--- config.mk ---
export PLATFORM = sky130hd
export DESIGN_NAME = gf_2to128_multiplier_digit_serial
export DESIGN_NICKNAME = d
export VERILOG_FILES = /design/src/rtl/gf_2to128_multiplier_digit_serial.sv
export SDC_FILE = /design/constraint.sdc
export NUM_CORES = 2
export LEC_CHECK = 0
export BUFFER_PORTS_ARGS = -buffer_cell sky130_fd_sc_hd__buf_2
export CORE_ASPECT_RATIO = 0.5
export CORE_MARGIN = 5
export CORE_UTILIZATION = 59
export CTS_CLUSTER_DIAMETER = 80
export DETAILED_ROUTE_END_ITERATION = 8
export PLACE_DENSITY = 0.91
export SETUP_SLACK_MARGIN = 0.5
export SYNTH_ARGS = -nofsm -noshare
export SYNTH_HDL_FRONTEND = slang
export SYNTH_SLANG_ARGS = --single-unit
--- constraint.sdc ---
create_clock -name i_clock -period 2.95 [get_ports i_clock]
set_input_delay 0.1475 -clock i_clock [delete_from_list [all_inputs] [get_ports i_clock]]
set_output_delay 0.1475 -clock i_clock [all_outputs]
set_load 0.03 [all_outputs]
--- src/rtl/gf_2to128_multiplier_digit_serial.sv ---
// Digit-serial GF(2^128) multiplier, GCM bit-reflected convention (bit 127 = x^0).
// Consumes NB_DIGIT bits of X per enabled cycle; optional GHASH chaining with the last result.
module gf_2to128_multiplier_digit_serial #(
  parameter int NB_DATA        = 128,
  parameter int NB_DIGIT       = 8,
  parameter int LOG2_NB_CYCLES = 8
) (
  input  logic               i_clock,
  input  logic               i_reset,
  input  logic               i_valid,
  input  logic               i_start,
  input  logic               i_chain,
  input  logic [NB_DATA-1:0] i_data_x,
  input  logic [NB_DATA-1:0] i_data_y,
  output logic [NB_DATA-1:0] o_data_z,
  output logic               o_done,
  output logic               o_busy
);

  localparam int NB_CYCLES = (NB_DIGIT > 0) ? NB_DATA / NB_DIGIT : 1;
  localparam bit DIGIT_OK  = (NB_DIGIT == 1)  || (NB_DIGIT == 2)  || (NB_DIGIT == 4)  ||
                             (NB_DIGIT == 8)  || (NB_DIGIT == 16) || (NB_DIGIT == 32) ||
                             (NB_DIGIT == 64) || (NB_DIGIT == 128);
  localparam bit BAD_CONF  = (NB_DATA != 128) || !DIGIT_OK ||
                             ((64'd1 << LOG2_NB_CYCLES) <= 64'(NB_CYCLES));

  localparam logic [NB_DATA-1:0]        R    = {8'he1, {(NB_DATA-8){1'b0}}};
  localparam logic [LOG2_NB_CYCLES-1:0] LAST = LOG2_NB_CYCLES'(NB_CYCLES - 1);

  typedef enum logic [1:0] {StIdle, StRun, StDone} state_t;

  state_t                    state;
  logic [LOG2_NB_CYCLES-1:0] cnt;
  logic [NB_DATA-1:0]        z_acc, v_reg, x_reg;
  logic [NB_DATA-1:0]        z_step, v_step, x_step;

  // One digit = NB_DIGIT unrolled bit steps, X taken MSB (x^0) first.
  always_comb begin
    z_step = z_acc;
    v_step = v_reg;
    x_step = x_reg;
    for (int i = 0; i < NB_DIGIT; i++) begin
      if (x_step[NB_DATA-1]) z_step = z_step ^ v_step;
      v_step = (v_step >> 1) ^ (v_step[0] ? R : '0);
      x_step = x_step << 1;
    end
  end

  // An illegal configuration never leaves reset state.
  always_ff @(posedge i_clock) begin
    if (i_reset) begin
      state    <= StIdle;
      cnt      <= '0;
      z_acc    <= '0;
      v_reg    <= '0;
      x_reg    <= '0;
      o_data_z <= '0;
      o_done   <= 1'b0;
    end else if (i_valid && !BAD_CONF) begin
      o_done <= 1'b0;
      if (i_start) begin
        state <= StRun;
        cnt   <= '0;
        z_acc <= '0;
        v_reg <= i_data_y;
        x_reg <= i_chain ? (i_data_x ^ o_data_z) : i_data_x;
      end else begin
        case (state)
          StRun: begin
            z_acc <= z_step;
            v_reg <= v_step;
            x_reg <= x_step;
            if (cnt == LAST) begin
              state    <= StDone;
              o_data_z <= z_step;
              o_done   <= 1'b1;
            end else begin
              cnt <= cnt + 1'b1;
            end
          end
          StDone:  state <= StIdle;
          default: state <= StIdle;
        endcase
      end
    end
  end

  assign o_busy = (state == StRun);

endmodule

==> flow_summary.toml <==
[pwr]
power.density_nw_per_um2 = 420.9
ir_worst_vdd_v = 0.0004144
leakage_nw = 14.04

[routing]
first_pass_iters = 9
routed_wl_um = 123800
drc_errors = 77
viasPerCell = 6.149
dr_total_vias = 36490
drt_iter0_drc = 5763
avgRoutedWirePerCell_um = 20.86
final_antenna_net_count = 0

[synthesis]
synth_seq_area_share_pct = 29.25
yosysTopAreaCellShare_pct = 29.25
yosys-top-cells-area = "dfxtp_1 (29%), xnor2_1 (19%), nand2_1 (15%)"
syn_area_um2 = 35790
synthArstFlopShare_pct = 0
synth_top_area_cell = "dfxtp_1"
syn_inst = 4905
synth-seq-cells = 523
ys_types = 40
post_synth.cell_area_avg_um2 = 7.297
yosys_warnings = 0
synthesis.nets = 5167
synth_edf_count = 0
synthFlopType = "dfxtp_1"

[grt]
grt_use_met3_pct = 7.180
grt-busiest-layer = "met2"
gr-total-overflow = 0
grt_pass1_vias = 35280
use_met1_pct = 40.04
grt_pass1_wl_um = 188700
grt_usage_pct = 35.15
antenna_found_initial = 7
grt_max_degree = 200
use_met2_pct = 57.66

[setup_path]
required_ps = 3460
path_cells = "buf_12, nand2_1, xnor2_1, xnor2_1, xnor2_2, nand2_1, a21oi_1"
crit_path_end_kind = "flip-flop"
critPathSlowestCell = "dfxtp_4"
critPathMaxFanout = 45
crit_type = "flip-flop to flip-flop"
reg2reg_depth = 7
cp_num_cells = 7
slowest_delay_ps = 700
critPathArrivalTime_ps = 3140
cp_num_buf_inv = 1
critPathTopFamily = "XOR/XNOR gates"
critPathLaunchType = "flip-flop"

[placed_design]
dp_hpwl_um = 73940
place.gp.congestion = 0.8964
dp_cells = 5705
place_area_um2 = 37920
portBuffers = 390

[cts]
clkLatencyLatePin_ps = 600
htreeDepth = 2
clock_path_buffers = 3
cts-buffers-inserted = 48
cts.clk_slew.worst_paths_ps = 70
cts_root_buf = "clkbuf_16"
cts_tree = "yes"
cts_sinks = 523

[run]
drv_cap = 0

[finish]
final_cell_count_no_fill = 5935
fin_util_pct = 68.87
nNetsFinal = 5342
drive_above_1_share_pct = 11.18
area_growth_pct = 14.81
finish.instance_area_um2 = 41090

[floorplanning]
die_area_um2 = 65990
start_util_pct = 59.98
core_area_um2 = 59670
ios = 391
die_w_um = 358.3
die_height_um = 184.2
rows = 63

[status]
failed_checks = "design-rule violations"
outcome = "complete, but fails checks"

[timing]
max_slew_margin_pct = 30.43
max_slew.worst_pin.slew_ps = 1044
max_freq_ghz = 0.3800
fin_crit_sh_pct = 89.22
period_minus_slack_ps = 2632
hold_violations = 0
holdWs_ps = 7.275
slew_violations = 0
rsz0062_at_grt = "true"
skew_ps = 26.52
setup_violations = 0
fin_tns_setup_ps = 0

[hold_path]
min_path_cells = 3
hold_class = "primary input to flip-flop"
[placed cells by master (no fill, tap or decap), types with 4 or more instances in the layout]
cell	netlist	routed
nand2_1	1401	1400
xnor2_1	770	765
nor2_1	525	525
dfxtp_1	523	515
xor2_1	387	387
buf_2	83	387
a21oi_1	265	265
a211oi_1	240	240
a22oi_1	140	140
mux2i_1	131	131
dlygate4sd3_1	0	131
clkbuf_16	0	51
buf_12	0	35
buf_4	2	31
clkinv_2	0	11
xnor3_1	10	10
clkbuf_8	0	10
dfxtp_4	0	8
o21ai_0	7	6
bufinv_16	0	6
diode_2	0	5
nand2b_1	5	5
xnor2_2	0	5
clkbuf_1	257	5
and3_1	4	4
[cell families after synthesis]
logic type      count (synthesis)  share of synthesized area (%)
compound gates                659                          11.93
simple gates                 1947                          20.56
xor+xnor                     1172                          29.25
buf+inv                       471                          5.275
flops                         523                          29.25
fa+ha+maj                       1                        0.03495
mux                           132                          3.695
[stage by stage]
stage          worst slack, ps  total power, mW
2_1_floorplan            822.4            9.465
6_report                 318.1            17.30
3_3_place_gp             727.4            10.19
3_5_place_dp             664.9            10.27
4_1_cts                  643.1            17.03
5_1_grt                  295.1            17.77
[cells in the mapped netlist (2+ instances only)]
master	instances
xor2_2	2
xnor3_1	10
nor2b_1	2
o21ai_0	7
and3_1	4
buf_1	125
a22oi_1	140
xnor2_1	770
buf_4	2
mux2i_1	131
a211oi_1	240
nand2_1	1401
dfxtp_1	523
inv_1	2
xor2_1	387
nand4_1	2
nand2b_1	5
o21a_1	2
and2_1	3
buf_2	83
a21oi_1	265
clkbuf_1	257
nor2_1	525
[area by class of cell]
type,count,area (µm²)
multi-input combinational,3911,23510
antenna,5,12.51
inverter,2,7.507
sequential,523,10500
fill,4139,18580
clock inverter,24,301.5
clock buffer,64,1383
tap,812,1016
timing repair buffer,594,4365
[worst reg2reg max path: cells and delay by family, from the launching register on]
kind	cells	cell delay [ps]
XOR/XNOR	3	1060
flip-flops	1	700
buffers and inverters	1	360
AND/OR/NAND/NOR	2	250
AO/OA/AOI/OAI	1	200
[worst paths after layout]
kind / start / endpoint / slack (ps)
setup reg to reg: x_reg[126]$_SDFFE_PP0P_ / o_data_z[68]$_SDFFE_PP0P_ / 320
hold reg to reg: o_done$_SDFFE_PP0P_ / o_done$_SDFFE_PP0P_ / 480
hold / removal: i_data_y[106] / v_reg[106]$_SDFFE_PP0P_ / 7
setup / recovery: x_reg[126]$_SDFFE_PP0P_ / o_data_z[68]$_SDFFE_PP0P_ / 320
[metal layers]
layer | vias up | wire (µm)
li1 | 15950 | -
met1 | 16870 | 41450
met2 | 2720 | 56750
met3 | 946 | 12990
met4 | 6 | 12560
met5 | - | 42
[where the power goes]
group | internal (mW) | total [mW] | switching [mW]
Sequential | 7.26 | 7.82 | 0.559
Combinational | 1.09 | 2.65 | 1.57
Clock | 3.84 | 6.82 | 2.98
Total | 12.2 | 17.3 | 5.11
[timing repair]
action	CTS	global route
setup endpoints to repair	0	16
endpoints found under the hold margin	132	0
buffers inserted	0	4
hold buffers	131	0
gates resized for setup	0	8
No activity file was read; power rests on OpenSTA's default activity.
